File: src/rtl/st_sample_i2s_tx_pkg.sv
// Shared synth stream definitions: sample geometry and the byte-unswap helper
// used by every consumer of the synthesizer's Avalon-ST sample stream.
package st_sample_i2s_tx_pkg;

  localparam int SAMPLE_W       = 24;
  localparam int BCLK_PER_FRAME = 64;
  localparam int SLOT_W         = 32;

  typedef logic [SAMPLE_W-1:0] sample_t;

  // Stream words carry {pad, s[7:0], s[15:8], s[23:16]}; this restores s.
  function automatic sample_t unswap_sample(input logic [23:0] word);
    return {word[7:0], word[15:8], word[23:16]};
  endfunction

endpackage

File: src/rtl/st_sample_i2s_tx_fifo.sv
// sample_fifo_sync: single-clock FIFO, head visible combinationally, level 1 clk after push/pop.
// Pushes while full are dropped unless a pop frees the slot in the same cycle.
module sample_fifo_sync #(
  parameter int WIDTH = 24,
  parameter int DEPTH = 16,
  localparam int LW = $clog2(DEPTH + 1)
) (
  input  logic             clk,
  input  logic             reset,
  input  logic             push,
  input  logic [WIDTH-1:0] push_data,
  input  logic             pop,
  output logic [WIDTH-1:0] head,
  output logic [LW-1:0]    level,
  output logic             full,
  output logic             empty
);

  localparam int AW = $clog2(DEPTH);

  logic [WIDTH-1:0] mem [DEPTH];
  logic [AW-1:0]    wr_ptr;
  logic [AW-1:0]    rd_ptr;
  logic             do_push;
  logic             do_pop;

  assign full    = (level == LW'(DEPTH));
  assign empty   = (level == '0);
  assign do_pop  = pop && !empty;
  assign do_push = push && (!full || do_pop);
  assign head    = mem[rd_ptr];

  always_ff @(posedge clk) begin
    if (do_push) mem[wr_ptr] <= push_data;
  end

  // Power-of-two depth: pointers wrap by natural overflow.
  always_ff @(posedge clk or posedge reset) begin
    if (reset) begin
      wr_ptr <= '0;
      rd_ptr <= '0;
      level  <= '0;
    end else begin
      if (do_push) wr_ptr <= wr_ptr + AW'(1);
      if (do_pop)  rd_ptr <= rd_ptr + AW'(1);
      level <= level + LW'(do_push) - LW'(do_pop);
    end
  end

endmodule

File: src/rtl/st_sample_i2s_tx.sv
// Avalon-ST sample sink -> mono I2S transmitter; one sample popped per 64-bclk frame.
// asi_ready is registered and drops the cycle after the FIFO fills.
module st_sample_i2s_tx
  import st_sample_i2s_tx_pkg::*;
#(
  parameter int CLK_HZ     = 100_000_000,
  parameter int FS         = 96_000,
  parameter int FIFO_DEPTH = 16,
  localparam int LVL_W = $clog2(FIFO_DEPTH + 1)
) (
  input  logic             clk,
  input  logic             reset,
  input  logic [31:0]      asi_data,
  input  logic             asi_valid,
  output logic             asi_ready,
  output logic             o_bclk,
  output logic             o_lrclk,
  output logic             o_sdata,
  output logic             o_underrun,
  output logic [LVL_W-1:0] o_level
);

  localparam int ACC_W = $clog2(CLK_HZ) + 1;
  localparam logic [ACC_W:0] INC = (ACC_W + 1)'(128 * FS);
  localparam logic [ACC_W:0] LIM = (ACC_W + 1)'(CLK_HZ);

  logic [ACC_W-1:0] acc;
  logic [ACC_W:0]   acc_sum;
  logic             tick;
  logic             fall;
  logic [5:0]       bc;
  logic [5:0]       bc_next;
  logic             pop_slot;
  logic             push;
  logic             pop;
  sample_t          head;
  sample_t          out_reg;
  logic [LVL_W-1:0] level_next;
  logic             fifo_full;
  logic             fifo_empty;
  logic [4:0]       slot_p;
  logic [4:0]       bit_idx;
  logic             sdata_next;
  logic             unused_pad;

  assign unused_pad = ^asi_data[31:24];

  always_comb begin
    acc_sum  = {1'b0, acc} + INC;
    tick     = (acc_sum >= LIM);
    fall     = tick && o_bclk;
    bc_next  = bc + 6'd1;
    pop_slot = fall && (bc == 6'd63);
  end

  assign push       = asi_valid && asi_ready && !fifo_full;
  assign pop        = pop_slot && !fifo_empty;
  assign level_next = o_level + LVL_W'(push) - LVL_W'(pop);

  // Slot bit 0 is the I2S one-bit delay; bits 25..31 pad with zeros.
  always_comb begin
    slot_p     = bc_next[4:0];
    bit_idx    = 5'd24 - slot_p;
    sdata_next = 1'b0;
    if (slot_p >= 5'd1 && slot_p <= 5'd24) sdata_next = out_reg[bit_idx];
  end

  sample_fifo_sync #(
    .WIDTH (SAMPLE_W),
    .DEPTH (FIFO_DEPTH)
  ) u_fifo (
    .clk       (clk),
    .reset     (reset),
    .push      (push),
    .push_data (unswap_sample(asi_data[23:0])),
    .pop       (pop),
    .head      (head),
    .level     (o_level),
    .full      (fifo_full),
    .empty     (fifo_empty)
  );

  always_ff @(posedge clk or posedge reset) begin
    if (reset) begin
      acc        <= '0;
      bc         <= 6'd63;
      o_bclk     <= 1'b0;
      o_lrclk    <= 1'b0;
      o_sdata    <= 1'b0;
      o_underrun <= 1'b0;
      out_reg    <= '0;
      asi_ready  <= 1'b0;
    end else begin
      acc        <= tick ? ACC_W'(acc_sum - LIM) : ACC_W'(acc_sum);
      asi_ready  <= (level_next < LVL_W'(FIFO_DEPTH));
      o_underrun <= 1'b0;
      if (tick) o_bclk <= !o_bclk;
      if (fall) begin
        bc      <= bc_next;
        o_lrclk <= bc_next[5];
        o_sdata <= sdata_next;
        // Empty check uses pre-push level, so a same-cycle push waits a frame.
        if (pop_slot) begin
          out_reg    <= fifo_empty ? '0 : head;
          o_underrun <= fifo_empty;
        end
      end
    end
  end

endmodule

File: config.mk
export PLATFORM = sky130hd
export DESIGN_NAME = st_sample_i2s_tx
export DESIGN_NICKNAME = d
export VERILOG_FILES = /design/src/rtl/st_sample_i2s_tx_pkg.sv /design/src/rtl/st_sample_i2s_tx_fifo.sv /design/src/rtl/st_sample_i2s_tx.sv
export SDC_FILE = /design/constraint.sdc
export NUM_CORES = 1
export LEC_CHECK = 0
export ABC_AREA = 1
export BUFFER_PORTS_ARGS = -buffer_cell sky130_fd_sc_hd__buf_4
export CAP_MARGIN = 20
export CORE_MARGIN = 3
export CORE_UTILIZATION = 50
export CTS_CLUSTER_DIAMETER = 40
export DETAILED_ROUTE_END_ITERATION = 10
export PLACE_DENSITY = 0.66
export SYNTH_ARGS = -nofsm -noshare
export SYNTH_HDL_FRONTEND = slang
export SYNTH_SLANG_ARGS = --single-unit
File: constraint.sdc
create_clock -name clk -period 4 [get_ports clk]
set_input_delay 0.4 -clock clk [delete_from_list [all_inputs] [get_ports clk]]
set_output_delay 0.4 -clock clk [all_outputs]
set_load 0.01 [all_outputs]
==> flow_summary.yaml, run 1 <==
grt:
  antenna_found_initial: 0
  grt_pass1_wl_um: 67400
  overflow: 0
  grt_pass1_vias: 11600
  grt_max_degree: 104
  track_usage: 0.224
floorplan:
  core_area_sq_mm: 0.0369
  num_io_pins: 45
  die_area_sq_mm: 0.0400
  die_h_um: 200
  initial_core_util: 0.511
  rows: 70
  die_width_um: 200
power_and_ir_drop:
  intPower_mw: 9.10
  power_density_mw_per_mm2: 542
  vdd_drop_max_mv: 0.475
  seqPwrFrac: 0.467
  p_comb_frac: 0.072
  cellLeakagePower_nw: 7.81
  swShare: 0.232
  clkPwrFrac: 0.462
  netSwitchingPower_mw: 2.75
clocking:
  clock_sinks: 452
  cts_made_buffers: 59
  root_buffer: "clkbuf_16"
  ctsHtreeMaxLevel: 2
  clk_latency_ns: 0.61
  clk_pin_slew_worst_paths_ns: 0.06
  cts_resized: 0
  cts_hold_buffers: 0
  cts_tree: "yes"
  clockBufferDepth: 3
  post-cts-setup-buffer-count: 0
setup_path:
  slowest_delay_ns: 0.43
  crit_top_cell: "nand2_1"
  rr_worst_depth: 20
  cp_slowest_cell: "fa_1"
  reg2reg_slack_ns: 0.52
  r2r-start: "acc[15]$_DFF_PP0_"
  path_max_fanout: 5
  crit_chain: "inv_2 > ha_1 > nand2_2 > nand2_2 > nand2_1 > nand2_1 > nand2_1 > nand2_1 > nor2_2 > nand3_1 > nand3_4 > nand3_4 > nor2_2 > ha_1 > inv_1 > ha_1 > inv_1 > fa_1 > o21ai_0 > xnor2_1"
  crit_path_start_kind: "flop"
  crit_required_ns: 4.50
  end_kind: "flop"
  worst_r2r_endpoint: "u_fifo.level[4]$_DFF_PP0_"
  worstPathArrival_ns: 3.99
  crit_type: "flop to flop"
logic_synthesis:
  synth_area_leaders: "edfxtp_1, dfrtp_1, o21ai_0, nor2_1, nand2_1"
  synth_ff_type: "edfxtp_1"
  yosysSeqAreaShare: 0.703
  yosysWarnings: 0
  synth_adder_area_share: 0.0117
  synth-edff-count: 384
  synth_top_family_by_area: "compound AO/OA/AOI/OAI gates"
  yosys.cell_types.count: 44
  synth_compound_area_frac: 0.124
  syn_area_sq_mm: 0.0188
  synth-xor-area-share: 0.0154
  syn_nets: 1618
  muxShareOfSynthArea: 0
  avgSynthCellArea_sq_um: 12.0
  synthSimpleGateAreaFrac: 0.115
  synth_seq_cells: 452
  async_flop_share: 0.150
  syn_inst: 1566
  synth_top_cell_by_area: "edfxtp_1"
  synth_top_area_frac: 0.613
timing:
  setup_tns_ns: 0
  fin_crit_ns: 3.48
  fin_skew_ns: 0.0305
  setup_violations: 0
  rsz0062_at_grt: "no"
  fin_hold_ws_ns: 0.0204
  max_freq_mhz: 287
  slew_headroom: 0.387
  worst_slew_pin_slew_ns: 0.919
  maxSlewViolCount: 0
  hold_viol: 0
  min_period_over_period: 0.871
route:
  wl_per_cell_um: 20.4
  drtIter0Drc: 1054
  drt_pass1_iterations: 5
  via_per_inst: 5.61
  drcViolationCount: 0
  routed_wl_um: 44200
  ant_nets: 0
  vias: 12100
min_path:
  worst_hold_path_type: "primary input to async pin"
placement:
  dp_hpwl_um: 22600
  gp_congestion: 0.800
  io_buffers: 36
layout:
  area_growth_pct: 16.2
  antennaDiodeCount: 0
  num-nets-final: 1659
  largest_reg_flops: 384
  drive_above_1_share: 0.151
job:
  maxCapViolations: 0
outcome:
  outcome: "completed"
[synthesized netlist by cell type, types with 3 or more instances]
library cell and instances:
o21ai_2 16, clkbuf_1 74, o21ai_1 9, inv_1 53
o21ai_0 256, xnor2_1 9, xor2_1 24, buf_2 5
inv_2 8, nor2_2 9, nor3_1 6, a21oi_1 9
nand3_1 31, o221ai_1 43, nand2_2 12, dfstp_2 6
o22ai_1 56, edfxtp_1 384, buf_4 3, buf_1 3
nand4_1 4, nor2_1 251, or2_2 3, nand2_1 187
a31oi_1 5, dfrtp_1 62, ha_1 16
[critical path, delay by kind of cell, from the launching register on]
family	cells	cell delay, ns
XOR/XNOR	1	0.15
AND/OR/NAND/NOR	11	1.33
flip-flops	1	0.39
AO/OA/AOI/OAI	1	0.23
buffers and inverters	3	0.19
adder cells (fa/ha/maj)	4	1.10
[cell type report]
cell class,instances,area (sq um)
clock buffers,66,1520
clock inverters,46,559
fillers,2910,15000
inverters,61,231
multi-input cells,966,5110
flip-flops and latches,452,13200
well taps,504,631
repair buffers,67,573
[per-layer routing]
layer  track usage  wire (um)  vias up
met1         0.304      19000     5957
met2         0.366      21300      355
met5             0          0        -
met4        0.0845       1270        0
met3        0.0398       2660       82
li1              -          -     5728
[power groups by stage]
| stage | sequential [mW] | combinational, mW | clock [mW] |
|---|---|---|---|
| after global placement | 5.61 | 0.829 | 0 |
| after CTS | 5.53 | 0.862 | 5.56 |
| after detailed placement | 5.62 | 0.855 | 0 |
| final | 5.53 | 0.848 | 5.47 |
| after global routing | 5.55 | 0.941 | 5.76 |
| after floorplan | 5.62 | 0.425 | 0 |
[cells by family (layout without fill, tap and decap cells)]
logic type                 Yosys count  in the layout
and+or+nand+nor                    515            515
adders and majority gates           17             17
xor gates and xnor gates            33             33
AOI/OAI and AO/OA                  401            401
buffers and inverters              148            240
DFF                                452            452
[through the flow]
stage | utilization | setup slack, ns | instance area [sq um] | power, mW | std cells
detailed placement | 0.537 | 0.521 | 19800 | 6.48 | 2050
floorplan | - | 0.848 | 18800 | 6.04 | 1566
global placement | 0.536 | 0.617 | 19800 | 6.44 | 2049
finish | 0.593 | 0.517 | 21900 | 11.8 | 2162
global route | 0.593 | 0.171 | 21900 | 12.2 | 2162
CTS | 0.593 | 0.490 | 21900 | 12.0 | 2162
[layout by cell type (no fill, tap or decap), types with 7 or more instances in the layout]
master     count
a21oi_1        9
buf_4         62
bufinv_16     10
clkbuf_16     60
clkinv_1       9
dfrtp_1       59
edfxtp_1     384
ha_1          16
inv_1         50
inv_2         10
inv_6          7
nand2_1      187
nand2_2       12
nand3_1       31
nor2_1       237
nor2_2         9
nor2_4        16
o21ai_0      256
o21ai_1        9
o21ai_2       16
o221ai_1      43
o22ai_1       56
xnor2_1        9
xor2_1        24
[worst max path at each step]
stage                                  from                   endpoint  slack [ns]  cells past startpoint
after global placement    acc[15]$_DFF_PP0_  u_fifo.level[4]$_DFF_PP0_        0.62                     20
final                     acc[15]$_DFF_PP0_  u_fifo.level[4]$_DFF_PP0_        0.52                     20
after floorplan           acc[15]$_DFF_PP0_  u_fifo.level[4]$_DFF_PP0_        0.85                     20
after detailed placement  acc[15]$_DFF_PP0_  u_fifo.level[4]$_DFF_PP0_        0.52                     20
after global routing      acc[15]$_DFF_PP0_  u_fifo.level[4]$_DFF_PP0_        0.17                     20
after CTS                 acc[15]$_DFF_PP0_  u_fifo.level[4]$_DFF_PP0_        0.49                     20
Power figures use the tool's default switching activity.
==> run 2, diff against run 1 <==
--- a/config.mk
+++ b/config.mk
@@ -8,11 +8,13 @@
 export ABC_AREA = 1
 export BUFFER_PORTS_ARGS = -buffer_cell sky130_fd_sc_hd__buf_4
 export CAP_MARGIN = 20
+export CORE_ASPECT_RATIO = 2
 export CORE_MARGIN = 3
 export CORE_UTILIZATION = 50
 export CTS_CLUSTER_DIAMETER = 40
 export DETAILED_ROUTE_END_ITERATION = 10
 export PLACE_DENSITY = 0.66
+export REMOVE_ABC_BUFFERS = 1
 export SYNTH_ARGS = -nofsm -noshare
 export SYNTH_HDL_FRONTEND = slang
 export SYNTH_SLANG_ARGS = --single-unit
==> flow_summary.yaml, run 2 (same netlist as run 1, synthesis figures left out) <==
clocking:
  cts_resized: 0
  clk_pin_slew_worst_paths_ns: 0.07
  clockBufferDepth: 3
  cts_tree: "yes"
  post-cts-setup-buffer-count: 0
  ctsHtreeMaxLevel: 2
  clk_latency_ns: 0.56
  clock_sinks: 452
  root_buffer: "clkbuf_16"
  cts_made_buffers: 40
floorplan:
  die_h_um: 280
  core_area_sq_mm: 0.0368
  die_width_um: 143
  num_io_pins: 45
  initial_core_util: 0.512
  die_area_sq_mm: 0.0402
  rows: 99
grt:
  antenna_found_initial: 1
  grt_pass1_wl_um: 68800
  track_usage: 0.224
  grt_pass1_vias: 12200
  grt_max_degree: 179
  overflow: 0
setup_path:
  end_kind: "flop"
  crit_type: "flop to flop"
  crit_path_start_kind: "flop"
  crit_required_ns: 4.47
  rr_worst_depth: 20
  worstPathArrival_ns: 3.88
  path_max_fanout: 5
placement:
  dp.cells: 2003
  gp_congestion: 0.818
  dp_hpwl_um: 24500
  io_buffers: 36
  placed_area_sq_mm: 0.0197
power_and_ir_drop:
  power_density_mw_per_mm2: 477
  cellLeakagePower_nw: 7.42
  p_total_mw: 10.0
  vdd_drop_max_mv: 0.411
layout:
  num-nets-final: 1645
  area_growth_pct: 11.4
  drive_above_1_share: 0.130
  finalInstanceArea_sq_mm: 0.0210
  largest_reg_flops: 384
  layout_common_cells: "edfxtp_1, o21ai_0, nor2_1, nand2_1, buf_4"
  fin_cells: 2080
  final_common_cell: "edfxtp_1"
timing:
  maxSlewViolCount: 0
  max_freq_mhz: 294
  rsz0062_at_grt: "no"
  fin_crit_ns: 3.40
  hold_viol: 0
  fin_skew_ns: 0.0259
  min_period_over_period: 0.851
  slew_headroom: 0.285
  setup_tns_ns: 0
  worst_slew_pin_slew_ns: 1.07
  setup_violations: 0
route:
  drcViolationCount: 0
  drt_pass1_iterations: 5
  routed_wl_um: 44800
  via_per_inst: 5.86
  vias: 12200
  drtIter0Drc: 892
  ant_nets: 0
  wl_per_cell_um: 21.5
outcome:
  outcome: "completed"
job:
  maxCapViolations: 0
min_path:
  hold_depth: 1
  worst_hold_path_type: "primary input to flop"
run 2: cell count changes in the layout (fill, tap and decap cells not counted), moves of 3 or more:
cell | previous run | this run
clkinv_4 | 5 | 2
clkbuf_16 | 60 | 40
inv_8 | 3 | 0
inv_6 | 7 | 2
clkinvlp_4 | 6 | 1
buf_4 | 62 | 67
clkbuf_1 | 6 | 10
bufinv_16 | 10 | 1
run 2: metal layers:
| metal | vias up | GRT usage | wire (um) |
|---|---|---|---|
| met5 | - | 0 | 0 |
| met4 | 0 | 0.0859 | 1650 |
| met2 | 371 | 0.405 | 23600 |
| li1 | 5678 | - | - |
| met1 | 6062 | 0.271 | 17200 |
| met3 | 86 | 0.0287 | 2340 |
run 2: cell type report:
cell class              instances  area [sq um]
flip-flops and latches        452         13200
inverters                      61           231
fillers                      2940         15800
clock buffers                  51          1050
repair buffers                 72           593
multi-input cells             966          5110
diodes                          1          2.50
clock inverters                23           171
well taps                     454           568
run 2: final timing paths:
path | end | slack [ns] | start
setup reg to reg | u_fifo.level[4]$_DFF_PP0_ | 0.60 | acc[15]$_DFF_PP0_
setup / recovery | u_fifo.level[4]$_DFF_PP0_ | 0.60 | acc[15]$_DFF_PP0_
hold / removal | u_fifo.mem[4][2]$_DFFE_PP_ | 0.13 | asi_data[18]
hold reg to reg | out_reg[13]$_DFFE_PP0P_ | 0.48 | out_reg[13]$_DFFE_PP0P_
min in group asynchronous | u_fifo.level[4]$_DFF_PP0_ | 0.31 | reset
max in group asynchronous | u_fifo.rd_ptr[0]$_DFFE_PP0P_ | 2.86 | reset
run 2: power breakdown:
| part | total (mW) | leakage, nW | internal, mW | switching (mW) |
|---|---|---|---|---|
| Clock | 3.63 | 0.595 | 1.96 | 1.68 |
| Sequential | 5.52 | 4.34 | 5.42 | 0.0978 |
| Combinational | 0.850 | 2.48 | 0.249 | 0.600 |
| Total | 10.0 | 7.42 | 7.63 | 2.38 |
run 2: worst max-delay path, cell delays in order, from the launching register on:
cell	delay [ns]
dfrtp_1	0.39
inv_2	0.07
ha_1	0.23
nand2_2	0.11
nand2_2	0.08
nand2_1	0.13
nand2_1	0.06
nand2_1	0.11
nand2_1	0.10
nor2_2	0.19
nand3_2	0.12
nand3_4	0.10
nand3_4	0.07
nor2_2	0.22
ha_1	0.29
inv_1	0.06
ha_1	0.13
inv_1	0.06
fa_1	0.44
o21ai_0	0.23
xnor2_1	0.14
run 2: metrics by stage:
stage	util	hold slack (ns)	setup slack, ns
2_1_floorplan	-	0.447	-3.25
3_3_place_gp	0.536	0.462	0.616
3_5_place_dp	0.536	0.462	0.551
4_1_cts	0.569	0.117	0.555
5_1_grt	0.570	0.138	0.310
6_report	0.570	0.132	0.596
run 2: what timing repair did:
action                                  in CTS  in global routing
hold buffers                                 0                  1
hold endpoints to repair                     0                  6
endpoints found under the setup margin       0                  0
==> run 3, diff against run 2 <==
--- a/config.mk
+++ b/config.mk
@@ -8,12 +8,14 @@
 export ABC_AREA = 1
 export BUFFER_PORTS_ARGS = -buffer_cell sky130_fd_sc_hd__buf_4
 export CAP_MARGIN = 20
-export CORE_ASPECT_RATIO = 2
+export CELL_PAD_IN_SITES_DETAIL_PLACEMENT = 0
+export CELL_PAD_IN_SITES_GLOBAL_PLACEMENT = 1
+export CORE_ASPECT_RATIO = 0.7
 export CORE_MARGIN = 3
 export CORE_UTILIZATION = 50
 export CTS_CLUSTER_DIAMETER = 40
 export DETAILED_ROUTE_END_ITERATION = 10
-export PLACE_DENSITY = 0.66
+export PLACE_DENSITY_LB_ADDON = 0.1
 export REMOVE_ABC_BUFFERS = 1
 export SYNTH_ARGS = -nofsm -noshare
 export SYNTH_HDL_FRONTEND = slang
==> flow_summary.yaml, run 3 (same netlist as run 1, synthesis figures left out) <==
route:
  routed_wl_um: 44800
  wl_per_cell_um: 21.2
  drt_pass1_iterations: 5
  drtIter0Drc: 1100
  via_per_inst: 5.65
  drcViolationCount: 0
  ant_nets: 0
  vias: 11900
placement:
  dp.cells: 2026
  place_ws_ns: 0.393
  placed_area_sq_mm: 0.0198
  io_buffers: 36
  gp_congestion: 0.789
  dp_hpwl_um: 23700
layout:
  fillers: 2969
  finalInstanceArea_sq_mm: 0.0214
  multi_input_area_sq_mm: 0.00511
  fin_cells: 2114
  antennaDiodeCount: 0
  num-nets-final: 1649
  layout_common_cells: "edfxtp_1, o21ai_0, nor2_1, nand2_1, buf_4"
  regArea_sq_mm: 0.0132
  final_common_cell: "edfxtp_1"
  drive_above_1_share: 0.141
  largest_reg_flops: 384
  area_growth_pct: 13.6
timing:
  setup_violations: 0
  min_period_over_period: 0.892
  maxSlewViolCount: 0
  fin_crit_ns: 3.57
  rsz0062_at_grt: "no"
  worst_slew_pin_slew_ns: 0.824
  hold_viol: 0
  slew_headroom: 0.451
  fin_skew_ns: 0.0150
  max_freq_mhz: 280
  fin_hold_ws_ns: 0.127
  fin_ws_ns: 0.433
setup_path:
  r2r-start: "acc[15]$_DFF_PP0_"
  end_kind: "flop"
  rr_worst_depth: 20
  worstPathArrival_ns: 4.04
  reg2reg_slack_ns: 0.43
  crit_path_start_kind: "flop"
  path_max_fanout: 5
  endpoint: "u_fifo.level[4]$_DFF_PP0_"
  crit_required_ns: 4.47
  crit_type: "flop to flop"
  worst_r2r_endpoint: "u_fifo.level[4]$_DFF_PP0_"
  crit_start: "acc[15]$_DFF_PP0_"
clocking:
  ctsHtreeMaxLevel: 2
  cts_resized: 0
  post-cts-setup-buffer-count: 0
  cts_tree: "yes"
  clk_pin_slew_worst_paths_ns: 0.06
  root_buffer: "clkbuf_16"
  cts_hold_buffers: 1
  clock_sinks: 452
  cts_made_buffers: 48
  clk_latency_ns: 0.56
  clockBufferDepth: 3
floorplan:
  die_h_um: 168
  num_io_pins: 45
  initial_core_util: 0.516
  rows: 58
  die_width_um: 238
  core_area_sq_mm: 0.0365
  die_area_sq_mm: 0.0401
outcome:
  outcome: "completed"
min_path:
  worst_hold_path_type: "primary input to flop"
power_and_ir_drop:
  power_density_mw_per_mm2: 511
  p_total_mw: 10.9
  cellLeakagePower_nw: 7.59
  vdd_drop_max_mv: 0.423
job:
  maxCapViolations: 0
grt:
  grt_max_degree: 196
  use_met3: 0.0308
  track_usage: 0.227
  antenna_found_initial: 0
  busiest_layer: "met2"
  grt_pass1_wl_um: 69300
  use_met1: 0.342
  grt_pass1_vias: 11500
  gr-usage-met2: 0.358
  overflow: 0
run 3: changes by cell type in the layout (fill, tap and decap cells not counted), moves of 2 or more:
| cell | previous run | this run |
|---|---|---|
| buf_4 | 67 | 63 |
| bufinv_16 | 1 | 6 |
| clkbuf_1 | 10 | 6 |
| clkbuf_16 | 40 | 49 |
| clkinv_1 | 10 | 4 |
| clkinv_4 | 2 | 4 |
| clkinvlp_4 | 1 | 3 |
| inv_6 | 2 | 7 |
| inv_8 | 0 | 3 |
run 3: cell type report:
class | count | share of cell area
flip-flops and latches | 452 | 0.620
multi-input cells | 966 | 0.239
clock buffers | 55 | 0.0584
well taps | 480 | 0.0281
repair buffers | 68 | 0.0267
clock inverters | 32 | 0.0174
inverters | 61 | 0.0108
run 3: worst min path at each step:
stage                     slack [ns]                           end  cells past startpoint                     from
after floorplan                 0.45       out_reg[13]$_DFFE_PP0P_                      2  out_reg[13]$_DFFE_PP0P_
after global placement          0.38           acc[11]$_DFFE_PP0N_                      2                    reset
after detailed placement        0.39           acc[11]$_DFFE_PP0N_                      2                    reset
after CTS                        0.1   u_fifo.mem[9][17]$_DFFE_PP_                      1              asi_data[1]
after global routing            0.12  u_fifo.mem[11][17]$_DFFE_PP_                      1              asi_data[1]
final                           0.13   u_fifo.mem[8][17]$_DFFE_PP_                      1              asi_data[1]
run 3: power by group:
part	internal (mW)	switching [mW]	leakage (nW)
registers	5.43	0.0957	4.34
logic	0.248	0.608	2.46
clock network	2.67	1.88	0.788
total	8.34	2.58	7.59
run 3: per-stage QoR:
stage	util	setup TNS, ns
finish	0.586	0
global route	0.586	0
CTS	0.586	0
detailed placement	0.541	0
global placement	0.540	0
floorplan	-	-79.61
run 3: worst max-delay path, stage by stage (launching register included):
cell and delay (ns):
dfrtp_1 0.39, inv_2 0.08, ha_1 0.23, nand2_2 0.11, nand2_2 0.07, nand2_1 0.13, nand2_1 0.06, nand2_1 0.12
nand2_1 0.08, nor2_2 0.16, nand3_1 0.18, nand3_4 0.13, nand3_4 0.07, nor2_2 0.28, ha_1 0.31, inv_1 0.06
ha_1 0.13, inv_1 0.06, fa_1 0.43, o21ai_0 0.25, xnor2_1 0.15
run 3: per-layer routing:
layer / vias to the layer above / share of wire
li1: 5710 / -
met1: 5861 / 0.48
met2: 317 / 0.46
met3: 54 / 0.053
met4: 0 / 0.015
met5: - / 0
